File: src/rtl/processorci_bus_pkg.sv
// ----------------------------------------------------------------------------
// processorci_bus_pkg
// Shared definitions for the NERV data-memory bridge and its helpers.
//   - bridge_state_t    : bridge controller states
//   - ERR_RDATA_DEFAULT : read value handed back to the core when a bus access
//                         times out
//   - BUS_BYTES         : number of byte lanes on the 32-bit data path
//   - STRB_NONE/FULL    : strobe patterns that select a plain read or a
//                         full-word write
//   - isBusState()      : true for states that hold a request on the bus
// ----------------------------------------------------------------------------
package processorci_bus_pkg;

    typedef enum logic [2:0] {
        IDLE     = 3'd0,
        READ     = 3'd1,
        RMW_READ = 3'd2,
        WRITE    = 3'd3,
        DONE     = 3'd4
    } bridge_state_t;

    localparam logic [31:0] ERR_RDATA_DEFAULT = 32'hDEADBEEF;
    localparam int          BUS_BYTES         = 4;
    localparam logic [3:0]  STRB_NONE         = 4'h0;
    localparam logic [3:0]  STRB_FULL         = 4'hF;

    // States in which the bridge is waiting on the external bus.
    function automatic logic isBusState(input bridge_state_t state);
        return (state == READ) || (state == RMW_READ) || (state == WRITE);
    endfunction

endpackage

File: src/rtl/dmem_byte_merge.sv
// ----------------------------------------------------------------------------
// dmem_byte_merge
// Purely combinational byte-lane merge used for partial writes: every byte
// lane whose strobe bit is set takes the new word's byte, all other lanes
// keep the old word's byte.
// Ports:
//   i_oldWord    [31:0] word currently held in memory
//   i_newWord    [31:0] write data from the core
//   i_strobe     [3:0]  byte enables, bit i selects lane i
//   o_mergedWord [31:0] resulting word to write back
// ----------------------------------------------------------------------------
module dmem_byte_merge
    import processorci_bus_pkg::*;
(
    input  logic [31:0] i_oldWord,
    input  logic [31:0] i_newWord,
    input  logic [3:0]  i_strobe,
    output logic [31:0] o_mergedWord
);

    // Start from the old word and overwrite only the enabled lanes.
    always_comb begin
        o_mergedWord = i_oldWord;
        for (int i = 0; i < BUS_BYTES; i++) begin
            if (i_strobe[i]) begin
                o_mergedWord[8*i +: 8] = i_newWord[8*i +: 8];
            end
        end
    end

endmodule

File: src/rtl/nerv_dmem_bridge.sv
// ----------------------------------------------------------------------------
// nerv_dmem_bridge
// Adapts the NERV core's single-cycle data-memory port to a request/response
// bus. Reads issue one bus read; full-word writes issue one bus write; partial
// writes do a read-modify-write. A bus phase that waits TIMEOUT_CYCLES cycles
// without a response is abandoned and flags a sticky error.
// Parameters:
//   TIMEOUT_CYCLES  maximum cycles spent in one bus phase (2..65535)
//   ERR_RDATA       read data returned to the core on a timed-out read
// Ports:
//   clk, reset                 clock, synchronous active-high reset
//   dmem_valid/addr/wstrb/wdata core request (wstrb==0 is a read)
//   dmem_rdata                 read data back to the core
//   stall                      holds the core while a request is in flight
//   mem_read, mem_write        registered bus requests
//   mem_address                registered word-aligned bus address
//   mem_write_data             registered bus write data
//   mem_read_data              bus read data, valid with mem_response
//   mem_response               bus completion of the current phase
//   error                      sticky timeout flag
// ----------------------------------------------------------------------------
module nerv_dmem_bridge
    import processorci_bus_pkg::*;
#(
    parameter int          TIMEOUT_CYCLES = 1024,
    parameter logic [31:0] ERR_RDATA      = ERR_RDATA_DEFAULT
) (
    input  logic        clk,
    input  logic        reset,
    input  logic        dmem_valid,
    input  logic [31:0] dmem_addr,
    input  logic [3:0]  dmem_wstrb,
    input  logic [31:0] dmem_wdata,
    output logic [31:0] dmem_rdata,
    output logic        stall,
    output logic        mem_read,
    output logic        mem_write,
    output logic [31:0] mem_address,
    output logic [31:0] mem_write_data,
    input  logic [31:0] mem_read_data,
    input  logic        mem_response,
    output logic        error
);

    localparam logic [15:0] WAIT_LAST = 16'(TIMEOUT_CYCLES - 1);

    bridge_state_t r_state;
    logic [3:0]    r_wstrb;
    logic [31:0]   r_wdata;
    logic [15:0]   r_waitCount;
    logic          r_memRead;
    logic          r_memWrite;
    logic [31:0]   r_memAddress;
    logic [31:0]   r_memWriteData;
    logic [31:0]   r_dmemRdata;
    logic          r_error;

    logic [31:0]   w_mergedWord;
    logic          w_waitExpired;
    logic          w_unusedAddrBits;

    // The bus is word addressed, so the byte offset only matters through the
    // strobes the core already supplies.
    assign w_unusedAddrBits = ^dmem_addr[1:0];

    assign w_waitExpired = (r_waitCount == WAIT_LAST);

    // Partial writes combine the fresh bus word with the latched core data.
    dmem_byte_merge u_merge (
        .i_oldWord    (mem_read_data),
        .i_newWord    (r_wdata),
        .i_strobe     (r_wstrb),
        .o_mergedWord (w_mergedWord)
    );

    // Controller: each bus phase ends on the first cycle with a response, or
    // is abandoned once the wait counter has spent its budget. A response
    // always wins over an expiring counter in the same cycle. The bus request
    // flags are updated on the same edge as the state so they track it
    // exactly without any combinational decode.
    always_ff @(posedge clk) begin
        if (reset) begin
            r_state        <= IDLE;
            r_wstrb        <= '0;
            r_wdata        <= '0;
            r_waitCount    <= '0;
            r_memRead      <= 1'b0;
            r_memWrite     <= 1'b0;
            r_memAddress   <= '0;
            r_memWriteData <= '0;
            r_dmemRdata    <= '0;
            r_error        <= 1'b0;
        end else begin
            case (r_state)
                IDLE: begin
                    if (dmem_valid) begin
                        r_wstrb      <= dmem_wstrb;
                        r_wdata      <= dmem_wdata;
                        r_memAddress <= {dmem_addr[31:2], 2'b00};
                        r_waitCount  <= '0;
                        if (dmem_wstrb == STRB_NONE) begin
                            r_state   <= READ;
                            r_memRead <= 1'b1;
                        end else if (dmem_wstrb == STRB_FULL) begin
                            r_state        <= WRITE;
                            r_memWrite     <= 1'b1;
                            r_memWriteData <= dmem_wdata;
                        end else begin
                            r_state   <= RMW_READ;
                            r_memRead <= 1'b1;
                        end
                    end
                end
                READ: begin
                    if (mem_response) begin
                        r_dmemRdata <= mem_read_data;
                        r_memRead   <= 1'b0;
                        r_state     <= DONE;
                    end else if (w_waitExpired) begin
                        r_dmemRdata <= ERR_RDATA;
                        r_error     <= 1'b1;
                        r_memRead   <= 1'b0;
                        r_state     <= DONE;
                    end else begin
                        r_waitCount <= r_waitCount + 16'd1;
                    end
                end
                RMW_READ: begin
                    if (mem_response) begin
                        r_memWriteData <= w_mergedWord;
                        r_memRead      <= 1'b0;
                        r_memWrite     <= 1'b1;
                        r_waitCount    <= '0;
                        r_state        <= WRITE;
                    end else if (w_waitExpired) begin
                        // The write half is dropped; the core sees no data.
                        r_error   <= 1'b1;
                        r_memRead <= 1'b0;
                        r_state   <= DONE;
                    end else begin
                        r_waitCount <= r_waitCount + 16'd1;
                    end
                end
                WRITE: begin
                    if (mem_response || w_waitExpired) begin
                        r_memWrite <= 1'b0;
                        r_state    <= DONE;
                        if (!mem_response) begin
                            r_error <= 1'b1;
                        end
                    end else begin
                        r_waitCount <= r_waitCount + 16'd1;
                    end
                end
                DONE: begin
                    r_state <= IDLE;
                end
                default: begin
                    r_state    <= IDLE;
                    r_memRead  <= 1'b0;
                    r_memWrite <= 1'b0;
                end
            endcase
        end
    end

    // The core must be held in the very cycle it raises a request, before
    // the registered state has moved out of IDLE.
    assign stall = ((r_state == IDLE) && dmem_valid) || isBusState(r_state);

    assign dmem_rdata     = r_dmemRdata;
    assign mem_read       = r_memRead;
    assign mem_write      = r_memWrite;
    assign mem_address    = r_memAddress;
    assign mem_write_data = r_memWriteData;
    assign error          = r_error;

endmodule

File: config.mk
export PLATFORM = sky130hd
export DESIGN_NAME = nerv_dmem_bridge
export DESIGN_NICKNAME = d
export VERILOG_FILES = /design/src/rtl/processorci_bus_pkg.sv /design/src/rtl/dmem_byte_merge.sv /design/src/rtl/nerv_dmem_bridge.sv
export SDC_FILE = /design/constraint.sdc
export NUM_CORES = 1
export LEC_CHECK = 0
export CAP_MARGIN = 20
export CELL_PAD_IN_SITES_DETAIL_PLACEMENT = 1
export CELL_PAD_IN_SITES_GLOBAL_PLACEMENT = 1
export CORE_ASPECT_RATIO = 1.4
export CORE_MARGIN = 1.5
export CORE_UTILIZATION = 33
export DETAILED_ROUTE_END_ITERATION = 12
export GPL_TIMING_DRIVEN = 0
export PLACE_DENSITY_LB_ADDON = 0.15
export SLEW_MARGIN = 20
export SYNTH_ARGS = -nofsm -noshare
export SYNTH_HDL_FRONTEND = slang
export SYNTH_SLANG_ARGS = --single-unit
File: constraint.sdc
create_clock -name clk -period 2.2 [get_ports clk]
set_clock_uncertainty 0.15 [all_clocks]
set_input_delay 0.44 -clock clk [delete_from_list [all_inputs] [get_ports clk]]
set_output_delay 0.44 -clock clk [all_outputs]
set_load 0.01 [all_outputs]
# Word-level counts from Yosys, hierarchy flattened
# Index checks and enable logic that the tools add are counted.
[op_classes] n_mux=42 n_reduce_logical=22 bitwise=2 addsub=1 eq_ne=18
[op_table] op="two-way mux 32 bit" n=6
[op_table] op="two-way mux 16 bit" n=5
[op_table] op="one-hot mux 16 bit (4 select lines)" n=1
[op_table] op="one-hot mux 32 bit (2 select lines)" n=1
[op_table] op="two-way mux 8 bit" n=4
[op_table] op="inequality test 2 bit (second input constant)" n=9
[op_table] op="adder 16 x 1 -> 16 bit (second input constant)" n=1
[op_table] op="== test 16 x 10 -> 1 bit (second input constant)" n=1
[op_table] op="two-way mux 1 bit" n=15
[op_table] op="two-way mux 3 bit" n=5
[op_table] op="one-hot mux 3 bit (4 select lines)" n=1
[op_table] op="AND reduction 5 bit" n=2
[op_table] op="AND reduction 4 bit" n=2
[op_table] op="== test 3 x 2 -> 1 bit (second input constant)" n=2
[op_table] op="AND reduction 2 bit" n=3
[op_table] op="AND reduction 6 bit" n=1
[op_table] op="nonzero test 2 bit" n=3
[op_table] op="OR reduction 2 bit" n=3
[op_table] op="== test 4 bit (second input constant)" n=1
[op_table] op="zero test 4 bit" n=1
[op_table] op="logical OR 1 bit" n=4
[op_table] op="one-hot mux 1 bit (4 select lines)" n=1
[op_table] op="nonzero test 4 bit" n=1
[op_table] op="== test 3 x 1 -> 1 bit (second input constant)" n=1
[op_table] op="other kinds (10)" n=11
[totals] out_inout_bits=100 word_cells=95 in_bits=104 regBits=152

# Logic depth before layout (Yosys ltp)
# Gate-level depths: netlist of the first run.
[depth] depth_word=5 mapped_depth=8 ltp_nobuf=6

# Hierarchy
# From an unflattened synthesis of the first run, not the netlist that was laid out.
[unflattened] cells_unflattened=727 area_unflattened_um2=6658.9
[modules_own_cells] mod="nerv_dmem_bridge" cells_per_inst=691 seq_area_each_um2=3042.9 instances=1 area_each_um2=6133.4
[modules_own_cells] mod="dmem_byte_merge" cells_per_inst=36 seq_area_each_um2=0.0 instances=1 area_each_um2=525.5

# Least setup slack after synthesis of the first run
# No wires, ideal clock.
[synth_timing] path_kind="input port to flip-flop" start="input mem_response" end="register r_waitCount[4]" setup_slack_ns=0.342 n_path_buf=2 setup_time_ns=0.121 t_arrival_ns=1.587 t_required_ns=1.929 cell_stages=7 cell_sequence="buf_2 a21oi_1 o31ai_4 a21o_2 buf_4 nor3_1 nor3_1"
[synth_between] elab_chain_cells=3 elab_cells_between_ends=6 classes_between="2 x eq/ne; 2 x mux; 2 x reduce/logical"
[synth_rtl] element="start: declaration" line_no="nerv_dmem_bridge.sv:41" text="input logic mem_response,"
[synth_rtl] element="logical OR 1 bit" line_no="nerv_dmem_bridge.sv:145" text="if (mem_response || w_waitExpired) begin"
[synth_rtl] element="inequality test 2 bit (no source line)"
[synth_rtl] element="AND reduction 4 bit (no source line)"
[synth_rtl] element="end signal: assignment" line_no="nerv_dmem_bridge.sv:125" text="r_waitCount <= r_waitCount + 16'd1;"
[synth_rtl] element="end signal: assignment" line_no="nerv_dmem_bridge.sv:141" text="r_waitCount <= r_waitCount + 16'd1;"
[synth_rtl] element="end signal: assignment" line_no="nerv_dmem_bridge.sv:152" text="r_waitCount <= r_waitCount + 16'd1;"
[synth_rtl] element="end: declaration" line_no="nerv_dmem_bridge.sv:50" text="logic [15:0] r_waitCount;"
# Parallel ways exist; a longest one is shown, timed or not.
# A chain may end at the register's enable or synchronous reset.

# Worst setup path in the final report of the first run
[layout_timing] start="register r_state[2]" end="output stall"
[layout_between] elab_chain_cells=4 elab_cells_between_ends=8 classes_between="3 x eq/ne; 5 x reduce/logical"
[layout_rtl] element="start: declaration" line_no="nerv_dmem_bridge.sv:47" text="bridge_state_t r_state;"
[layout_rtl] element="start signal: assignment" line_no="nerv_dmem_bridge.sv:83" text="r_state <= IDLE;"
[layout_rtl] element="start signal: assignment" line_no="nerv_dmem_bridge.sv:102" text="r_state <= READ;"
[layout_rtl] element="start signal: assignment" line_no="nerv_dmem_bridge.sv:105" text="r_state <= WRITE;"
[layout_rtl] element="== test 3 x 1 -> 1 bit or == test 3 x 2 -> 1 bit (tied branches)" line_no="processorci_bus_pkg.sv:29" text="return (state == READ) || (state == RMW_READ) || (state == WRITE);"
[layout_rtl] element="logical OR 1 bit (2 in a row)" line_no="processorci_bus_pkg.sv:29"
[layout_rtl] element="logical OR 1 bit *" line_no="nerv_dmem_bridge.sv:169" text="assign stall = ((r_state == IDLE) && dmem_valid) || isBusState(r_state);"
[layout_rtl] element="end: declaration" line_no="nerv_dmem_bridge.sv:35" text="output logic stall,"
# Mark *: on every way between the ends. The rest lies on a longest branch, timed or not.

==> summary.md, run 1 <==
| Metric | Value |
|---|---|
| Status | completed |
| Total core area | 19,220 um2 |
| Max-cap violations | 0 |
| Post-route DRC | 0 |
| Largest net degree at the start of global routing | 17 |
| Post-synth EDFFs | 0 |
| Global Route Usage Sum | 23.18% |
| Nets | 1,143 |
| Die Ht | 168.6 um |
| Post-Synthesis Cells | 813 |
| Worst R2R Start | r_waitCount[1] |
| Final Core Density | 49.66% |
| Clk sinks | 152 |
| Most common cell in the netlist | nand2_1 |
| Worst-path maximum fanout | 10 |
| GRT overflow | 0 |
| Highest clock rate | 471.7 MHz |
| Req. time, crit path | 1610 ps |
| GP Congestion | 0.8587 |
| Iteration count of the initial detailed-routing pass | 4 |
| Clk_lat worst skew | 430 ps |
| Initial Util | 33.62% |
| RSZ-0062 raised after global routing | true |
| Reg2Reg Setup Slack | 120 ps |
| Placed cell area | 8757 um2 |
| Vias in the first global route | 6,727 |
| Leak Pwr | 3.307 nW |
| Hold Path End | mem_address[6] |
| Post-DR wirelength/cell | 18.00 um |
| CTS tree | yes |
| Clk slew on worst S/H paths | 60 ps |
| Antenna viol nets, final | 0 |
| I/O Pins | 204 |
| Share of cells above drive strength 1 | 9.039% |
| Worst EP arrival | 1530 ps |
| TNS Setup | 0 ps |
| Reg2reg path depth | 7 |
| Die Area | 20,440 um2 |
| Tightest Pin Transition | 839.4 ps |
| Post-synth top cells | nand2_1, dfxtp_1, a21oi_1 |
| Mapped Area | 6461 um2 |
| CTS Buf Count | 17 |
| Yosys top cell by area | dfxtp_1 |
| CP endpoint kind | output pin |
| H-tree levels | 4 |
| P per Cell Area | 784.5 nW/um2 |
| Number of distinct library cells after synthesis | 53 |
| Final setup vio count | 0 |
| IO buf count | 198 |
| Slew headroom | 43.93% |
| Cell row count | 60 |
| Clock root cell | clkbuf_16 |
| Hold Vio Cnt, Final | 0 |
| Syn. warnings | 0 |
| Hold Crit Class | reg -> reg |
| Ant diodes | 0 |
| Period utilization | 96.37% |
| Hold path startpoint | mem_address[6] |
| DRT iter0 DRCs | 335 |
| Synth async-reset ratio | 0% |
| Synth-to-layout area growth | 47.71% |
| Total power | 7.487 mW |
| Type of origin of the critical path | register |
| Mean Syn Cell Area | 7.947 um2 |
| Vias | 6,618 |
| Post-synthesis register bit count | 152 |
| Drt total wl | 23,390 um |
| Worst vdd ir | 0.0005386 V |
| Final Max Slew Viols | 0 |
| Main synth FF type | dfxtp_1 |
| Vias per cell | 5.095 |
| Antenna violations before repair | 0 |
| Minimum clock period | 2120 ps |
| Top cells by area, synth | dfxtp_1, nand2_1, a21oi_1 |
| Crit path kind | reg -> out |
| Hpwl dp | 17,210 um |
| Synth top area share | 47.10% |
| First-pass GRT wire length | 36,650 um |
| CTS Buffer Depth | 2 |
| Hold path depth | 2 |
| Reg2reg end | r_waitCount[10] |
| Register area share after synthesis | 47.10% |
| Final instance area | 9544 um2 |
| Die X | 121.3 um |
[worst max path at each step]
stage | cells past startpoint | start | slack (ps) | end
floorplan | 7 | mem_response | 340 | r_waitCount[4]
global placement | 7 | dmem_valid | -1000 | stall
detailed placement | 7 | dmem_valid | -1020 | stall
CTS | 7 | r_waitCount[0] | 0.9 | dmem_rdata[28]
global route | 7 | r_waitCount[0] | -8 | dmem_rdata[4]
finish | 5 | r_state[2] | 80 | stall
[flip-flops by register name (all words and copies together) (netlist names)]
register,flops
r_state,3
r_wstrb,4
error,1
r_wdata,32
mem_write,1
mem_read,1
mem_write_data,32
dmem_rdata,32
r_waitCount,16
mem_address,30
[metal layers]
| metal | vias up | global-route usage, % | wire length (um) |
|---|---|---|---|
| met5 | - | 0 | 0 |
| met4 | 0 | 8.286 | 626 |
| met3 | 29 | 6.132 | 1330 |
| met2 | 170 | 41.33 | 11970 |
| met1 | 3172 | 26.46 | 9457 |
| li1 | 3247 | - | - |
[report_power, final]
part           leakage, nW  internal (mW)  total, mW  switching (mW)
registers             1.24           2.92       3.01          0.0891
clock network        0.276           1.80       3.03            1.24
logic                 1.79          0.653       1.44           0.791
[worst max-delay path, cell delays in order (launching register included)]
cell and delay (ps):
dfxtp_1 300, clkbuf_8 160, clkbuf_8 170, or2_4 290, nand2_1 70, buf_4 120
[kinds of logic (layout without fill, tap and decap cells)]
logic type,Yosys count,after routing,synth area share (%)
AOI/OAI and AO/OA,198,198,18.55
adders and majority gates,1,1,0.1936
buffers and inverters,65,302,4.550
DFF,152,152,47.10
muxes,33,33,5.112
other,1,2,0.05804
and+or+nand+nor,363,363,24.44
[stage by stage]
| stage | cells | hold slack, ps | setup slack [ps] |
|---|---|---|---|
| 6_report | 1299 | 304.7 | 79.88 |
| 5_1_grt | 1299 | 322.0 | -8.208 |
| 4_1_cts | 1294 | 304.4 | 0.8897 |
| 3_5_place_dp | 1260 | 296.2 | -1024 |
| 3_3_place_gp | 1260 | 291.4 | -1004 |
| 2_1_floorplan | 814 | 286.0 | 341.8 |
[layout by cell type, fill, tap and decap left out, drive strengths merged]
master,instances
nand2,210
clkdlybuf4s50,196
dfxtp,152
a21oi,122
nor2,75
clkbuf,52
nor3,46
buf,36
o211ai,34
mux2i,33
o21ai,10
a22oi,9
a31oi,8
inv,6
clkinvlp,5
nor4,5
and4,4
a211oi,4
nand4,4
nand3,3
clkinv,3
bufinv,3
and3,3
o31ai,3
nor3b,3
nand3b,2
a211o,2
a41oi,2
conb,2
nor2b,2
and2,2
a21o,2
or2,1
nand2b,1
and4bb,1
o21bai,1
or4,1
o32ai,1
ha,1
dlygate4sd2,1
[area by class of cell]
cell class / count / area [um2]
clock buffers: 19 / 432.9
clock inverters: 13 / 171.4
well taps: 248 / 310.3
flip-flops and latches: 152 / 3048
multi-input cells: 597 / 3197
repair buffers: 207 / 2046
plain buffers: 59 / 324.1
inverters: 4 / 15.01
fillers: 2348 / 9674
[what timing repair did]
| action | CTS | global route |
|---|---|---|
| pin swaps | 2 | 2 |
| setup buffers | 2 | 7 |
| endpoints found under the setup margin | 57 | 96 |
| resized for setup | 30 | 21 |
| hold buffers | 0 | 0 |
Power figures use the tool's default switching activity.
==> run 2: changes to the inputs <==
- CORE_UTILIZATION: 33 -> 30
- clock period: 2.2 -> 1.95 ns (I/O delays scaled with it)
==> run 2 against run 1 <==
The run now ends with negative setup slack left. Die area up 9.8%. Count of clock-buffer cells in the layout down 1. Sequential power up 13%. Flip-flop and latch count unchanged. Sequential share of layout area down 1.2 points. Non-clock buffer count up 19. Combinational power up 23%. Design area up 4.7%. Power up 13%. Largest cell class unchanged.
==> summary.md, run 2 (synthesized netlist as in run 1, its figures left out) <==
| Metric | Value |
|---|---|
| Status | finished with violations (was completed) |
| Failing checks | negative setup slack |
| Total power | 8.429 mW (was 7.487 mW) |
| Iteration count of the initial detailed-routing pass | 5 (was 4) |
| Type of origin of the critical path | register (unchanged) |
| DRT iter0 DRCs | 278 (was 335) |
| Post-route DRC | 0 (unchanged) |
| Die X | 127.0 um (was 121.3 um) |
| Worst vdd ir | 0.0005709 V (was 0.0005386 V) |
| Hold Vio Cnt, Final | 0 (unchanged) |
| Global Route Usage Sum | 21.71% (was 23.18%) |
| Total core area | 21,130 um2 (was 19,220 um2) |
| Leak Pwr | 3.556 nW (was 3.307 nW) |
| Period utilization | 105.5% |
| Worst setup startpoint | r_state[0] (was r_state[2]) |
| RSZ-0062 raised after global routing | true (unchanged) |
| CTS Buffer Depth | 2 (unchanged) |
| CP endpoint kind | output pin (unchanged) |
| Share of cells above drive strength 1 | 15.23% (was 9.039%) |
| P per Cell Area | 843.8 nW/um2 (was 784.5 nW/um2) |
| Req. time, crit path | 1410 ps (was 1610 ps) |
| Reg2reg end | r_waitCount[6] (was r_waitCount[10]) |
| Worst R2R Start | r_state[1] (was r_waitCount[1]) |
| H-tree levels | 4 (unchanged) |
| Vias in the first global route | 6,797 (was 6,727) |
| Drt total wl | 24,920 um (was 23,390 um) |
| Post-CTS Hold Buffers | 0 (unchanged) |
| Clk slew on worst S/H paths | 70 ps (was 60 ps) |
| Worst-path maximum fanout | 10 (unchanged) |
| Clk_lat worst skew | 440 ps (was 430 ps) |
| Reg2reg path depth | 7 (unchanged) |
| Tightest Pin Transition | 799.1 ps (was 839.4 ps) |
| Worst EP arrival | 1520 ps (was 1530 ps) |
| Antenna violations before repair | 0 (unchanged) |
| Most common cell after layout, fill and taps aside | nand2_1 (unchanged) |
| Minimum clock period | 2057 ps |
| Crit path kind | reg -> out (unchanged) |
| IO buf count | 198 (unchanged) |
| GRT overflow | 0 (unchanged) |
| Reg2Reg Setup Slack | -20 ps (was 120 ps) |
| Clk sinks | 152 (unchanged) |
| Final instance area | 9990 um2 (was 9544 um2) |
| Clock root cell | clkbuf_16 (unchanged) |
| Ant diodes | 0 (unchanged) |
| Nets | 1,162 (was 1,143) |
| Final setup vio count | 3 (was 0) |
| Die Ht | 176.6 um (was 168.6 um) |
| Hold Crit Class | reg -> reg (unchanged) |
| Final worst slack | -106.8 ps (was 79.88 ps) |
| Largest net degree at the start of global routing | 17 (unchanged) |
| I/O Pins | 204 (unchanged) |
| Max-cap violations | 0 (unchanged) |
| Initial Util | 30.59% (was 33.62%) |
| Die Area | 22,440 um2 (was 20,440 um2) |
| Vias | 6,774 (was 6,618) |
| Cell row count | 63 (was 60) |
| Vias per cell | 5.093 (was 5.095) |
| Hpwl dp | 17,750 um (was 17,210 um) |
| Critical path capture point | stall (unchanged) |
| First-pass GRT wire length | 37,500 um (was 36,650 um) |
| Antenna viol nets, final | 0 (unchanged) |
| Highest clock rate | 486.2 MHz |
| Most frequent cells in the layout | nand2_1, clkdlybuf4s50_1, dfxtp_1 (unchanged) |
| Synth-to-layout area growth | 54.61% (was 47.71%) |
| Hold path startpoint | mem_address[11] (was mem_address[6]) |
| GP Congestion | 0.8683 (was 0.8587) |
| Slew headroom | 46.72% (was 43.93%) |
| Placed cell area | 8772 um2 (was 8757 um2) |
| Final Max Slew Viols | 0 (unchanged) |
| CTS Buf Count | 17 (unchanged) |
| CTS tree | yes (unchanged) |
| Post-DR wirelength/cell | 18.73 um (was 18.00 um) |
==> run 2: changes by cell type in the layout (fill, tap and decap cells not counted), sizes merged <==
cell,change
inv,+5
clkbuf,-3
dlymetal6s2s,+2
buf,+21
bufinv,-2
clkinvlp,-1
clkdlybuf4s50,-2
clkinv,-1
==> run 2: what timing repair did <==
item / 4_1_cts / 5_1_grt
pin swaps: 6 / 34
setup buffers: 6 / 18
gates cloned: 1 / 3
resized for setup: 56 / 88
endpoints found under the hold margin: 0 / 0
setup endpoints to repair: 144 / 122
==> run 2: where the power goes <==
part | internal [mW] | total (mW) | switching [mW]
clock | 1.79 | 3.26 | 1.47
combinational | 0.827 | 1.77 | 0.938
sequential | 3.30 | 3.40 | 0.108
==> run 2: metal layers <==
layer | vias up | track usage [%] | share of wire [%]
li1 | 3291 | - | -
met1 | 3283 | 24.62 | 41
met2 | 162 | 38.59 | 51
met3 | 38 | 5.532 | 4.7
met4 | 0 | 8.949 | 3.3
met5 | - | 0 | 0
==> run 2: how the worst min path moves through the flow <==
stage | endpoint | slack, ps | cells after the start
final | mem_address[11] | 300 | 2
after global routing | mem_write_data[10] | 330 | 2
after CTS | r_wdata[3] | 310 | 2
after detailed placement | mem_address[17] | 300 | 2
after global placement | r_wdata[7] | 290 | 2
after floorplan | r_wdata[0] | 290 | 2
==> run 2: worst max-delay path, stage by stage, from the launching register on <==
cell	delay, ps
dfxtp_4	420
buf_8	150
nor2_2	60
or2_4	270
nand2_4	80
buf_6	100
==> run 2: layout make-up <==
type	instances	area, um2
timing repair buffer	226	2282
sequential	152	3067
clock inverter	14	140.1
inverter	4	15.01
buffer	59	387.9
fill	2510	11140
multi-input combinational	597	3343
clock buffer	18	429.2
tap	260	325.3
==> run 2: through the flow <==
step | hold WS (ps) | TNS [ps] | setup slack, ps | std cells | util, %
floorplan | 286.0 | 0 | 98.79 | 814 | -
global placement | 291.3 | -86420 | -1210 | 1272 | 41.52
detailed placement | 299.3 | -88120 | -1211 | 1272 | 41.52
CTS | 308.1 | -682.6 | -176.4 | 1309 | 45.07
global route | 327.4 | -2385 | -182.2 | 1330 | 47.29
finish | 304.3 | -144.8 | -106.8 | 1330 | 47.29
==> run 3: changes to the inputs <==
- CORE_UTILIZATION: 30 -> 36
- clock period: 1.95 -> 2.6 ns (I/O delays scaled with it)
==> run 3 against run 2 <==
The run now ends clean. Design area shrank 5.7%. Register-to-register slack gained 360 ps. Non-clock buffer count shrank 28. Critical path depth is the same. Worst hold slack lost 3.2 ps. Critical path type unchanged. Largest cell class unchanged.
==> summary.md, run 3 (synthesized netlist as in run 1, its figures left out) <==
| Metric | Value |
|---|---|
| Dpl cells | 1,248 (was 1,272) |
| Multi-input logic area | 3143 um2 (was 3343 um2) |
| TNS Setup | 0 ps (was -144.8 ps) |
| Final setup vio count | 0 (was 3) |
| Met2 wire len | 12,010 um (was 12,800 um) |
| Hpwl dp | 17,200 um (was 17,750 um) |
| CTS resizes | 17 (was 56) |
| Drt total wl | 23,230 um (was 24,920 um) |
| CTS tree | yes (unchanged) |
| CTS Buffer Depth | 2 (unchanged) |
| Hold path depth | 2 (unchanged) |
| Die Area | 18,770 um2 (was 22,440 um2) |
| Most common cell after layout, fill and taps aside | nand2_1 (unchanged) |
| Synth-to-layout area growth | 45.74% (was 54.61%) |
| P per Cell Area | 684.4 nW/um2 (was 843.8 nW/um2) |
| Number of fill cells | 2,131 (was 2,510) |
| Clk_lat worst skew | 430 ps (was 440 ps) |
| Reg2reg end | dmem_rdata[17] (was r_waitCount[6]) |
| Routed wl met3 | 1260 um (was 1159 um) |
| GP Congestion | 0.8905 (was 0.8683) |
| Final instance area | 9417 um2 (was 9990 um2) |
| Fin cells | 1,278 (was 1,330) |
| Die Ht | 161.5 um (was 176.6 um) |
| Global Route Usage Sum | 25.11% (was 21.71%) |
| Sequential Area | 3048 um2 (was 3067 um2) |
| Largest net degree at the start of global routing | 20 (was 17) |
| Vias in the first global route | 6,836 (was 6,797) |
| Type of origin of the critical path | register (unchanged) |
| Placed cell area | 8742 um2 (was 8772 um2) |
| GRT overflow | 0 (unchanged) |
| Max-cap violations | 0 (unchanged) |
| Hold Vio Cnt, Final | 0 (unchanged) |
| Worst setup startpoint | r_state[0] (unchanged) |
| Reg2reg path depth | 7 (unchanged) |
| Total core area | 17,470 um2 (was 21,130 um2) |
| Antenna violations before repair | 0 (unchanged) |
| Vias | 6,596 (was 6,774) |
| DRT iter0 DRCs | 343 (was 278) |
| Final Core Density | 53.89% (was 47.29%) |
| Worst EP arrival | 1730 ps (was 1520 ps) |
| Vias per cell | 5.161 (was 5.093) |
| Highest clock rate | 416.9 MHz |
| Period utilization | 92.26% |
| IO buf count | 198 (unchanged) |
| Slew headroom | 38.40% (was 46.72%) |
| Antenna viol nets, final | 0 (unchanged) |
| Initial Util | 36.98% (was 30.59%) |
| Tightest Pin Transition | 920.6 ps (was 799.1 ps) |
| Most frequent cells in the layout | nand2_1, clkdlybuf4s50_1, dfxtp_1 (unchanged) |
| First-pass GRT wire length | 36,210 um (was 37,500 um) |
| H-tree levels | 4 (unchanged) |
| Final Max Slew Viols | 0 (unchanged) |
| Req. time, crit path | 1930 ps (was 1410 ps) |
| Leak Pwr | 3.274 nW (was 3.556 nW) |
| Cell row count | 57 (was 63) |
| WHS | 301.1 ps (was 304.3 ps) |
| RSZ-0062 raised after global routing | false (was true) |
| Hold Crit Class | reg -> reg (unchanged) |
| Share of cells above drive strength 1 | 7.390% (was 15.23%) |
| Post-DR wirelength/cell | 18.18 um (was 18.73 um) |
| Iteration count of the initial detailed-routing pass | 4 (was 5) |
| Crit path kind | reg -> out (unchanged) |
| Hold Path End | mem_write_data[14] (was mem_address[11]) |
| Post-route DRC | 0 (unchanged) |
| Status | completed (was finished with violations) |
| CP endpoint kind | output pin (unchanged) |
| Clock root cell | clkbuf_16 (unchanged) |
| Reg2Reg Setup Slack | 340 ps (was -20 ps) |
| Worst-path maximum fanout | 10 (unchanged) |
| Minimum clock period | 2399 ps |
| Die X | 116.2 um (was 127.0 um) |
| Clk slew on worst S/H paths | 60 ps (was 70 ps) |
| Pre-CTS WS | -845.0 ps (was -1211 ps) |
| Nets | 1,134 (was 1,162) |
| Uppermost routed layer | met4 (unchanged) |
| Total power | 6.445 mW (was 8.429 mW) |
| Clk sinks | 152 (unchanged) |
| Final worst slack | 201.2 ps (was -106.8 ps) |
| CTS Buf Count | 17 (unchanged) |
| Post-CTS Hold Buffers | 0 (unchanged) |
| Ant diodes | 0 (unchanged) |
| Worst vdd ir | 0.0003207 V (was 0.0005709 V) |
| Post-CTS Setup Bufs | 0 (was 6) |
| Hold path startpoint | mem_write_data[14] (was mem_address[11]) |
| I/O Pins | 204 (unchanged) |
| Worst R2R Start | r_waitCount[0] (was r_state[1]) |
| Wl on met1 | 9254 um (was 10,130 um) |
-- run 3: layout make-up --
| cell class | count | share of cell area [%] |
|---|---|---|
| multi-input cells | 597 | 33.38 |
| flip-flops and latches | 152 | 32.37 |
| repair buffers | 198 | 21.03 |
| clock buffers | 19 | 4.810 |
| well taps | 236 | 3.136 |
| plain buffers | 59 | 3.069 |
| clock inverters | 13 | 2.046 |
| inverters | 4 | 0.1594 |
-- run 3: power by group --
group	internal [mW]	switching, mW	total, mW
registers	2.47	0.0784	2.55
clock network	1.67	1.05	2.72
logic	0.522	0.651	1.17
total	4.67	1.78	6.44
-- run 3: how the worst max path moves through the flow --
stage	end
finish	stall
global placement	stall
global route	stall
detailed placement	stall
CTS	stall
floorplan	stall
-- run 3: metal layers --
layer	vias up	track usage [%]
li1	3232	-
met1	3157	27.66
met2	165	44.87
met3	42	6.717
met4	0	10.31
met5	-	0
-- run 3: worst max-delay path, cell delays in order (launching register included) --
cell           delay [ps]
dfxtp_4               410
buf_4                 190
nor2_1                 90
or2_4                 270
nand2_1                70
dlygate4sd2_1         270
